--- config.mk ---
export PLATFORM = sky130hd
export DESIGN_NAME = keypad_scanner
export DESIGN_NICKNAME = d
export VERILOG_FILES = /design/src/rtl/keypad_scanner.sv
export SDC_FILE = /design/constraint.sdc
export NUM_CORES = 1
export LEC_CHECK = 0
export ABC_AREA = 1
export BUFFER_PORTS_ARGS = -buffer_cell sky130_fd_sc_hd__buf_2
export CORE_MARGIN = 5
export CORE_UTILIZATION = 23
export DETAILED_ROUTE_END_ITERATION = 10
export GPL_ROUTABILITY_DRIVEN = 0
export GPL_TIMING_DRIVEN = 0
export MAX_ROUTING_LAYER = met4
export PLACE_DENSITY_LB_ADDON = 0.12
export SLEW_MARGIN = 25
export SYNTH_ARGS = -nofsm -noshare
export SYNTH_HDL_FRONTEND = slang
export SYNTH_SLANG_ARGS = --single-unit
--- constraint.sdc ---
create_clock -name clk_100MHz -period 3.9 [get_ports clk_100MHz]
set_input_delay 0.78 -clock clk_100MHz [delete_from_list [all_inputs] [get_ports clk_100MHz]]
set_output_delay 0.78 -clock clk_100MHz [all_outputs]
set_load 0.02 [all_outputs]
--- src/rtl/keypad_scanner.sv ---
// rtl/keypad_scanner.sv - 4x4 hex keypad column scanner with debounced single-key output
module keypad_scanner #(
    parameter int SCAN_DIV       = 100000,
    parameter int DEBOUNCE_SCANS = 4
) (
    input  logic       clk_100MHz,
    input  logic       reset,
    input  logic [3:0] row,
    output logic [3:0] col,
    output logic [3:0] key_code,
    output logic       key_valid,
    output logic       key_held
);

    localparam int DW = (SCAN_DIV > 2) ? $clog2(SCAN_DIV) : 1;
    localparam int CW = $clog2(DEBOUNCE_SCANS + 1);

    localparam logic [DW-1:0] DWELL_LAST = DW'(SCAN_DIV - 1);
    localparam logic [CW-1:0] DB_MAX     = CW'(DEBOUNCE_SCANS);
    localparam logic [CW-1:0] CNT_ONE    = CW'(1);
    localparam logic [CW-1:0] CNT_ZERO   = '0;

    typedef enum logic [1:0] {
        S_IDLE     = 2'd0,
        S_DEBOUNCE = 2'd1,
        S_PRESSED  = 2'd2,
        S_RELEASE  = 2'd3
    } state_t;

    // Row/column position to hex legend of the keypad.
    function automatic logic [3:0] key_map(input logic [1:0] r, input logic [1:0] c);
        logic [3:0] k;
        case ({r, c})
            4'b00_00: k = 4'h1;
            4'b00_01: k = 4'h2;
            4'b00_10: k = 4'h3;
            4'b00_11: k = 4'hA;
            4'b01_00: k = 4'h4;
            4'b01_01: k = 4'h5;
            4'b01_10: k = 4'h6;
            4'b01_11: k = 4'hB;
            4'b10_00: k = 4'h7;
            4'b10_01: k = 4'h8;
            4'b10_10: k = 4'h9;
            4'b10_11: k = 4'hC;
            4'b11_00: k = 4'h0;
            4'b11_01: k = 4'hF;
            4'b11_10: k = 4'hE;
            default:  k = 4'hD;
        endcase
        return k;
    endfunction

    logic [3:0]    row_meta_q, row_sync_q;
    logic [DW-1:0] dwell_q;
    logic [1:0]    idx_q;
    logic [3:0]    col_q;
    logic [1:0]    hits_q;
    logic [3:0]    code_q;
    state_t        state_q;
    logic [3:0]    cand_q;
    logic [CW-1:0] count_q;
    logic [3:0]    key_code_q;
    logic          key_valid_q;
    logic          key_held_q;

    logic          dwell_last;
    logic          scan_end;
    logic [3:0]    row_low;
    logic [2:0]    col_hits;
    logic [1:0]    row_pos;
    logic [1:0]    hits_d;
    logic [3:0]    code_d;
    logic [1:0]    idx_d;
    logic          scan_none;
    logic          scan_single;
    logic [CW-1:0] count_inc;

    // Two-stage synchronizer for the asynchronous, externally pulled-up rows.
    always_ff @(posedge clk_100MHz or negedge reset) begin
        if (!reset) begin
            row_meta_q <= 4'hF;
            row_sync_q <= 4'hF;
        end else begin
            row_meta_q <= row;
            row_sync_q <= row_meta_q;
        end
    end

    // Decode the current column's sample and fold it into this scan's running result.
    always_comb begin
        dwell_last = (dwell_q == DWELL_LAST);
        scan_end   = dwell_last && (idx_q == 2'd3);
        row_low    = ~row_sync_q;
        col_hits   = {2'b00, row_low[0]} + {2'b00, row_low[1]}
                   + {2'b00, row_low[2]} + {2'b00, row_low[3]};
        row_pos    = 2'd0;
        if (row_low[3]) row_pos = 2'd3;
        if (row_low[2]) row_pos = 2'd2;
        if (row_low[1]) row_pos = 2'd1;
        if (row_low[0]) row_pos = 2'd0;
        // hits saturates at 2, which already means "more than one key"
        if (col_hits >= 3'd2)
            hits_d = 2'd2;
        else if (col_hits == 3'd1)
            hits_d = (hits_q == 2'd0) ? 2'd1 : 2'd2;
        else
            hits_d = hits_q;
        code_d      = (col_hits != 3'd0) ? key_map(row_pos, idx_q) : code_q;
        idx_d       = dwell_last ? idx_q + 2'd1 : idx_q;
        scan_none   = (hits_d == 2'd0);
        scan_single = (hits_d == 2'd1);
        count_inc   = (count_q >= DB_MAX) ? count_q : count_q + CNT_ONE;
    end

    // Free-running dwell counter, column index and registered column drive.
    always_ff @(posedge clk_100MHz or negedge reset) begin
        if (!reset) begin
            dwell_q <= '0;
            idx_q   <= 2'd0;
            col_q   <= 4'b1110;
        end else begin
            dwell_q <= dwell_last ? '0 : dwell_q + DW'(1);
            idx_q   <= idx_d;
            col_q   <= ~(4'b0001 << idx_d);
        end
    end

    // Per-scan accumulator, cleared as each full scan is handed to the FSM.
    always_ff @(posedge clk_100MHz or negedge reset) begin
        if (!reset) begin
            hits_q <= 2'd0;
            code_q <= 4'h0;
        end else if (dwell_last) begin
            hits_q <= scan_end ? 2'd0 : hits_d;
            code_q <= scan_end ? 4'h0 : code_d;
        end
    end

    // Press/release debounce FSM, stepped once per completed scan, with registered outputs.
    always_ff @(posedge clk_100MHz or negedge reset) begin
        if (!reset) begin
            state_q     <= S_IDLE;
            cand_q      <= 4'h0;
            count_q     <= CNT_ZERO;
            key_code_q  <= 4'h0;
            key_valid_q <= 1'b0;
            key_held_q  <= 1'b0;
        end else begin
            key_valid_q <= 1'b0;
            if (scan_end) begin
                case (state_q)
                    S_IDLE: begin
                        if (scan_single) begin
                            cand_q  <= code_d;
                            count_q <= CNT_ONE;
                            if (CNT_ONE >= DB_MAX) begin
                                state_q     <= S_PRESSED;
                                key_code_q  <= code_d;
                                key_held_q  <= 1'b1;
                                key_valid_q <= 1'b1;
                            end else begin
                                state_q <= S_DEBOUNCE;
                            end
                        end
                    end
                    S_DEBOUNCE: begin
                        if (scan_single && (code_d == cand_q)) begin
                            count_q <= count_inc;
                            if (count_inc >= DB_MAX) begin
                                state_q     <= S_PRESSED;
                                key_code_q  <= cand_q;
                                key_held_q  <= 1'b1;
                                key_valid_q <= 1'b1;
                            end
                        end else if (scan_single) begin
                            cand_q  <= code_d;
                            count_q <= CNT_ONE;
                        end else begin
                            state_q <= S_IDLE;
                            count_q <= CNT_ZERO;
                        end
                    end
                    S_PRESSED: begin
                        // a second key while held is ignored: no auto-repeat
                        if (scan_none) begin
                            if (CNT_ONE >= DB_MAX) begin
                                state_q    <= S_IDLE;
                                count_q    <= CNT_ZERO;
                                key_held_q <= 1'b0;
                            end else begin
                                state_q <= S_RELEASE;
                                count_q <= CNT_ONE;
                            end
                        end
                    end
                    default: begin
                        if (scan_none) begin
                            count_q <= count_inc;
                            if (count_inc >= DB_MAX) begin
                                state_q    <= S_IDLE;
                                count_q    <= CNT_ZERO;
                                key_held_q <= 1'b0;
                            end
                        end else begin
                            // bounce during release: back to held without a new pulse
                            state_q <= S_PRESSED;
                            count_q <= CNT_ZERO;
                        end
                    end
                endcase
            end
        end
    end

    assign col       = col_q;
    assign key_code  = key_code_q;
    assign key_valid = key_valid_q;
    assign key_held  = key_held_q;

endmodule

==> results.py, run 1 <==
metrics = {
    "clock_tree": {
        "cts_post_setup_buffers_inserted": 0,
        "clkTransAtPathRegs_ns": 0.07,
        "tritoncts": "built",
        "clock_sink_count": 52,
        "clock_latency_late_sink_ns": 0.30,
        "clock_path_buffers": 2,
        "htree_num_levels": 2,
        "cts_inserted_buffers": 5,
        "cts_hold_repair.buffers": 0,
        "cts_root_buf": "clkbuf_16",
        "ctsResizeCount": 0,
    },
    "power": {
        "clock_power_share_pct": 44.1,
        "part_of_the_total_power_dissipated_in_combinational_logic_pct": 9.3,
        "net-switching-power_uw": 281.5,
        "peakVddDrop_v": 0.0001580,
        "total_leakage_power_uw": 0.001632,
        "power.switching_fraction_pct": 23.87,
        "power_frac_seq_pct": 46.6,
        "cellPowerDensity_mw_per_mm2": 344.5,
        "p_int_uw": 898.1,
    },
    "synthesis": {
        "yosysWarningCount": 0,
        "synth.largest_area_cell": "dfrtp_1",
        "total_nets_after_synthesis": 369,
        "ys_ff_latch": 52,
        "synthesis.area_per_instance_um2": 8.503,
        "post_synth_num_cell_types": 42,
        "synth-async-reset-ratio_pct": 100.0,
        "synth_ff_type": "dfrtp_1",
        "synth_enable_flop_cells": 0,
        "synth-seq-area-share_pct": 44.44,
        "yosys.area.top_type_share_pct": 34.67,
        "netlist_top_cells_area": "dfrtp_1 35%, nand2_1 11%, dfstp_2 9.8%",
        "netlist_area_mm2": 0.002959,
        "post_synth_inst_count": 348,
    },
    "worst_setup_path": {
        "crit_buf_inv": 5,
        "critical_path_depth": 19,
        "worst-setup-path-type": "reg -> reg",
        "critical_path.max_stage_delay_ns": 0.58,
        "timing.critical_path.required_ns": 4.09,
        "ff2ff_path_depth": 19,
        "worstSetupStartpoint": "row_sync_q[0]",
        "timing.critical_path.max_delay_family": "simple AND/OR/NAND/NOR gates",
        "cp_slowest_cell": "dfstp_2",
        "arrival_ns": 3.17,
        "worst_r2r_endpoint": "state_q[1]",
        "worst_path_cell_chain": "fa_1 > inv_1 > ha_1 > inv_1 > ha_1 > inv_1 > nand2_2 > inv_1 > nand2_1 > nand3_1 > nand2_1 > inv_1 > nand3_1 > nor2_4 > nand3_1 > nand2_1 > nand2_1 > nand2_1 > o21ai_2",
        "crit_path_end_kind": "flip-flop",
        "critical_path.reg2reg.startpoint": "row_sync_q[0]",
        "crit_path_max_fanout": 8,
        "setup.worst_path.start_class": "flip-flop",
        "worst_setup_path_endpoint": "state_q[1]",
        "reg2reg_setup_slack_ns": 0.92,
    },
    "timing": {
        "finalSetupViolations": 0,
        "final.period_utilization_pct": 76.41,
        "final_worst_path_period_need_ns": 2.980,
        "setup_total_negative_slack_ns": 0,
        "number_of_pins_with_negative_max_slew_slack_in_the_final_report": 0,
        "worst_clock_skew_ns": 0.007302,
        "final.setup.worst_slack_ns": 0.9200,
        "slew_at_the_pin_closest_to_its_max_slew_limit_ns": 0.6869,
        "rsz0062_at_grt": "no",
        "slew_headroom_pct": 54.21,
        "fmaxAchievable_ghz": 0.3356,
        "final-hold-violation-count": 0,
    },
    "die": {
        "initial_core_util_pct": 23.45,
        "pin_count": 16,
        "chipWidth_um": 123.4,
        "core_area_mm2": 0.01262,
        "placement_rows": 41,
        "die_h_um": 123.4,
        "area_enclosed_by_the_die_boundary_mm2": 0.01523,
    },
    "layout": {
        "drive_above_1_share_pct": 20.75,
        "final_cell_count_no_fill": 543,
        "layout-area-overhead-vs-synth_pct": 15.73,
        "final_cell_area_mm2": 0.003425,
        "most-common-layout-cells": "88 x nand2_1, 55 x inv_1, 41 x dfrtp_1",
        "ant_diodes": 0,
        "final_core_utilization_pct": 27.14,
        "layout_commonest_cell": "nand2_1",
        "nNetsFinal": 391,
        "final.fill_count": 1391,
    },
    "routing": {
        "drtIter0Drc": 118,
        "avgViaCountPerCell": 4.052,
        "drc": 0,
        "num_vias": 2200,
        "final_antenna_net_count": 0,
        "drtPass1Iterations": 4,
        "finalWirelength_um": 6181,
        "routed_wirelength_normalized_by_instance_count_um": 11.38,
    },
    "grt": {
        "first_global_vias": 2270,
        "overall_routing_resource_usage_pct": 9.405,
        "gr-total-overflow": 0,
        "grt_pass1_wl_um": 10920,
        "antenna_found_initial": 0,
        "grt_start_max_net_pins": 53,
    },
    "worst_hold_path": {
        "worst_hold_path_type": "reg -> reg",
        "worstHoldPathCells": 0,
    },
    "place": {
        "placed_instances": 535,
        "dpl_worst_slack_ns": 0.8725,
        "portBuffers": 15,
        "post_dp_cell_area_mm2": 0.003252,
        "hpwlAfterDp_um": 4654,
    },
    "run_status": {
        "status": "complete, no violations",
    },
    "run": {
        "maxCapViolations": 0,
    },
}
-- cell usage after synthesis, types with 3 or more instances --
cell,count
nand3_2,3
o21ai_0,12
a31oi_1,4
nor2_2,3
nand4_1,4
dfstp_2,11
nand2_1,88
inv_2,4
dfrtp_1,41
nand3_1,22
nor4_4,3
nand2_2,10
nand2_4,3
o21ai_2,3
nor2_4,5
nor2_1,17
o21ai_1,5
ha_1,14
inv_1,55
nor3_1,9
a21oi_1,7
-- state kept, by name, indices dropped and copies added (netlist names), 3 cells and up --
signal and count:
dwell_q 17, cand_q 4, code_q 4, col 4, key_code 4, row_meta_q 4, row_sync_q 4, count_q 3
-- area by class of cell --
class	instances	area [um2]	area share (%)
Clock inverter	2	33.78	0.9865
Tap cell	172	215.2	6.284
Clock buffer	6	138.9	4.056
Timing Repair Buffer	15	77.57	2.265
Multi-Input combinational cell	234	1405	41.03
Sequential cell	52	1315	38.40
Inverter	62	239.0	6.978
-- worst min-delay path by stage --
| stage | startpoint | to | slack (ns) |
|---|---|---|---|
| 3_3_place_gp | row_meta_q[2] | row_sync_q[2] | 0.35 |
| 3_5_place_dp | row_meta_q[3] | row_sync_q[3] | 0.35 |
| 6_report | row_meta_q[3] | row_sync_q[3] | 0.36 |
| 5_1_grt | row_meta_q[3] | row_sync_q[3] | 0.36 |
| 2_1_floorplan | row_meta_q[0] | row_sync_q[0] | 0.35 |
| 4_1_cts | row_meta_q[3] | row_sync_q[3] | 0.36 |
-- kinds of logic after synthesis --
kind of cell,after synthesis,synth area share [%]
AO/OA/AOI/OAI,39,8.034
XOR/XNOR,3,0.8881
adder cells (fa/ha/maj),15,6.596
buffers and inverters,62,8.076
flip-flops,52,44.44
AND/OR/NAND/NOR,177,31.97
-- per-layer routing --
metal | GRT usage (%) | routed length, um | share of wire, % | vias to the layer above
met4 | 3.114 | 86 | 1.4 | 0
li1 | - | - | - | 1153
met5 | - | 0 | 0 | -
met2 | 15.02 | 2879 | 47 | 15
met1 | 11.77 | 3054 | 49 | 1024
met3 | 2.196 | 162 | 2.6 | 8
-- metrics by stage --
| step | power [uW] | hold slack (ns) |
|---|---|---|
| 6_report | 1180 | 0.3558 |
| 5_1_grt | 1250 | 0.3591 |
| 4_1_cts | 1213 | 0.3572 |
| 3_5_place_dp | 673.2 | 0.3468 |
| 3_3_place_gp | 672.0 | 0.3455 |
| 2_1_floorplan | 640.2 | 0.3452 |
-- power groups by stage --
| stage | combinational (uW) | sequential, uW | clock (uW) |
|---|---|---|---|
| 2_1_floorplan | 80.8 | 559 | 0 |
| 3_3_place_gp | 112 | 560 | 0 |
| 3_5_place_dp | 113 | 560 | 0 |
| 4_1_cts | 114 | 550 | 549 |
| 5_1_grt | 129 | 550 | 571 |
| 6_report | 110 | 550 | 520 |
-- worst register-to-register path: stages (launching register included) --
cell	delay [ns]
dfstp_2	0.58
fa_1	0.40
inv_1	0.06
ha_1	0.16
inv_1	0.05
ha_1	0.28
inv_1	0.11
nand2_2	0.12
inv_1	0.13
nand2_1	0.07
nand3_1	0.08
nand2_1	0.05
inv_1	0.05
nand3_1	0.11
nor2_4	0.16
nand3_1	0.12
nand2_1	0.13
nand2_1	0.08
nand2_1	0.07
o21ai_2	0.05
(Power assumes the default switching activity.)
==> run 2, diff against run 1 <==
- clock period: 3.9 -> 2.5 ns (I/O delays scaled with it)
==> run 2 against run 1 <==
Net effect:
- the run now ends with setup timing left
- register-to-register slack got worse by 1.2 ns
- wire length up 1.7%
- sequential share of layout area is 1.6 points lower
- critical path depth stayed put
- fmax increased by 5.8%
- clock power is 33% higher
- via count up 2.4%
- hold slack worse by 0.12 ns
- sequential power increased by 56%
- design area up 4.3%
- power is 50% higher
- critical path type unchanged
==> results.py, run 2 (same netlist as run 1, synthesis figures left out) <==
metrics = {
    "power": {
        "power.total_uw": 1769,
        "peakVddDrop_v": 0.0002639,
        "total_leakage_power_uw": 0.001677,
        "cellPowerDensity_mw_per_mm2": 495.3,
    },
    "layout": {
        "ant_diodes": 0,
        "final_cell_area_mm2": 0.003572,
        "final_core_utilization_pct": 28.31,
        "largest_register": "dwell_q",
        "drive_above_1_share_pct": 28.50,
        "final.fill_count": 1398,
        "nNetsFinal": 399,
        "most-common-layout-cells": "77 x nand2_1, 52 x inv_1, 41 x dfrtp_1",
        "layout_commonest_cell": "nand2_1",
        "layout-area-overhead-vs-synth_pct": 20.72,
        "max_ffs_per_register": 17,
    },
    "grt": {
        "first_global_vias": 2283,
        "grt_pass1_wl_um": 10790,
        "gr-total-overflow": 0,
        "grt_util_met1_pct": 11.45,
        "antenna_found_initial": 0,
        "met3_usage_pct": 2.790,
        "met2_usage_pct": 14.92,
        "global_route.peak_usage_layer": "met2",
        "overall_routing_resource_usage_pct": 9.479,
        "grt_start_max_net_pins": 53,
    },
    "timing": {
        "final.setup.worst_slack_ns": -0.3168,
        "final_worst_path_period_need_ns": 2.817,
        "final-hold-violation-count": 0,
        "setup_total_negative_slack_ns": -4.083,
        "slew_at_the_pin_closest_to_its_max_slew_limit_ns": 0.6783,
        "rsz0062_at_grt": "yes",
        "finalSetupViolations": 15,
        "slew_headroom_pct": 54.78,
        "worst_clock_skew_ns": 0.005880,
        "number_of_pins_with_negative_max_slew_slack_in_the_final_report": 0,
        "fmaxAchievable_ghz": 0.3550,
        "final.period_utilization_pct": 112.7,
    },
    "die": {
        "pin_count": 16,
        "core_area_mm2": 0.01262,
        "chipWidth_um": 123.4,
        "placement_rows": 41,
        "initial_core_util_pct": 23.45,
        "die_h_um": 123.4,
        "area_enclosed_by_the_die_boundary_mm2": 0.01523,
    },
    "worst_setup_path": {
        "worst-setup-path-type": "reg -> reg",
        "critical_path.reg2reg.startpoint": "row_sync_q[3]",
        "worst_r2r_endpoint": "key_held",
        "timing.critical_path.required_ns": 2.74,
        "reg2reg_setup_slack_ns": -0.32,
        "crit_path_end_kind": "flip-flop",
        "setup.worst_path.start_class": "flip-flop",
        "ff2ff_path_depth": 19,
        "arrival_ns": 3.06,
        "crit_path_max_fanout": 4,
    },
    "run_status": {
        "status": "complete, but fails checks",
        "violations": "setup timing",
    },
    "routing": {
        "final_antenna_net_count": 0,
        "drc": 0,
        "num_vias": 2252,
        "drtIter0Drc": 77,
        "routed_wirelength_normalized_by_instance_count_um": 11.41,
        "drtPass1Iterations": 4,
        "avgViaCountPerCell": 4.087,
        "finalWirelength_um": 6288,
    },
    "clock_tree": {
        "cts_inserted_buffers": 5,
        "clkTransAtPathRegs_ns": 0.07,
        "htree_num_levels": 2,
        "clock_latency_late_sink_ns": 0.30,
        "tritoncts": "built",
        "cts_root_buf": "clkbuf_16",
        "cts_hold_repair.buffers": 0,
        "clock_sink_count": 52,
        "clock_path_buffers": 2,
    },
    "place": {
        "portBuffers": 15,
        "hpwlAfterDp_um": 4630,
        "post_dp_cell_area_mm2": 0.003294,
        "dpl_worst_slack_ns": -0.3746,
    },
    "run": {
        "maxCapViolations": 0,
    },
    "worst_hold_path": {
        "worst_hold_path_type": "in -> async",
    },
}
run 2: changes by cell type in the layout (fill, tap and decap cells not counted), sizes merged:
cell	delta
buf	+8
bufinv	-1
inv	+1
run 2: how the worst max path moves through the flow:
stage	startpoint	endpoint	slack, ns
floorplan	row_sync_q[0]	key_held	-0.13
global placement	row_sync_q[0]	key_code[1]	-0.37
detailed placement	row_sync_q[0]	key_code[1]	-0.37
CTS	row_sync_q[3]	state_q[1]	-0.34
global route	row_sync_q[3]	key_held	-0.48
finish	row_sync_q[3]	key_held	-0.32
run 2: critical path, cell delays in order (launching register included):
cell,delay (ns)
dfstp_2,0.54
fa_1,0.42
inv_1,0.07
ha_2,0.17
inv_2,0.05
ha_4,0.27
inv_4,0.04
nand2_1,0.05
nor2_1,0.04
nor2_2,0.14
inv_2,0.07
nor2_4,0.16
nand2_4,0.09
nor2_4,0.21
nand3_4,0.14
nand2_2,0.09
nand2_1,0.05
nand2_1,0.06
nand2_1,0.05
inv_1,0.04
run 2: report_power, final:
part	leakage, uW	total (uW)	switching [uW]	internal (uW)
Sequential	0.000674	857	3.68	853
Combinational	0.000932	221	144	77.6
Clock	0.0000712	691	320	371
run 2: area by class of cell:
class / count / area (um2) / share of cell area, %
clock inverter: 2 / 11.26 / 0.3152
timing repair buffer: 23 / 137.6 / 3.853
inverter: 62 / 241.5 / 6.760
sequential: 52 / 1315 / 36.81
clock buffer: 6 / 128.9 / 3.608
tap: 172 / 215.2 / 6.025
multi-input combinational: 234 / 1523 / 42.63
run 2: routing by layer:
metal	share of wire, %	wire length [um]
met5	0	0
met2	46	2912
met4	1.5	96
met1	49	3072
met3	3.3	207
run 2: metrics by stage:
step	instances	hold WS, ns
after floorplan	348	0.2044
after global placement	535	0.3465
after detailed placement	535	0.3473
after CTS	548	0.2711
after global routing	551	0.2748
final	551	0.2325
run 2: repair_timing:
action                                  in CTS  in global routing
endpoints found under the setup margin      15                 16
setup buffers                                5                  3
gates resized for setup                     11                 10
pin swaps                                   11                 11
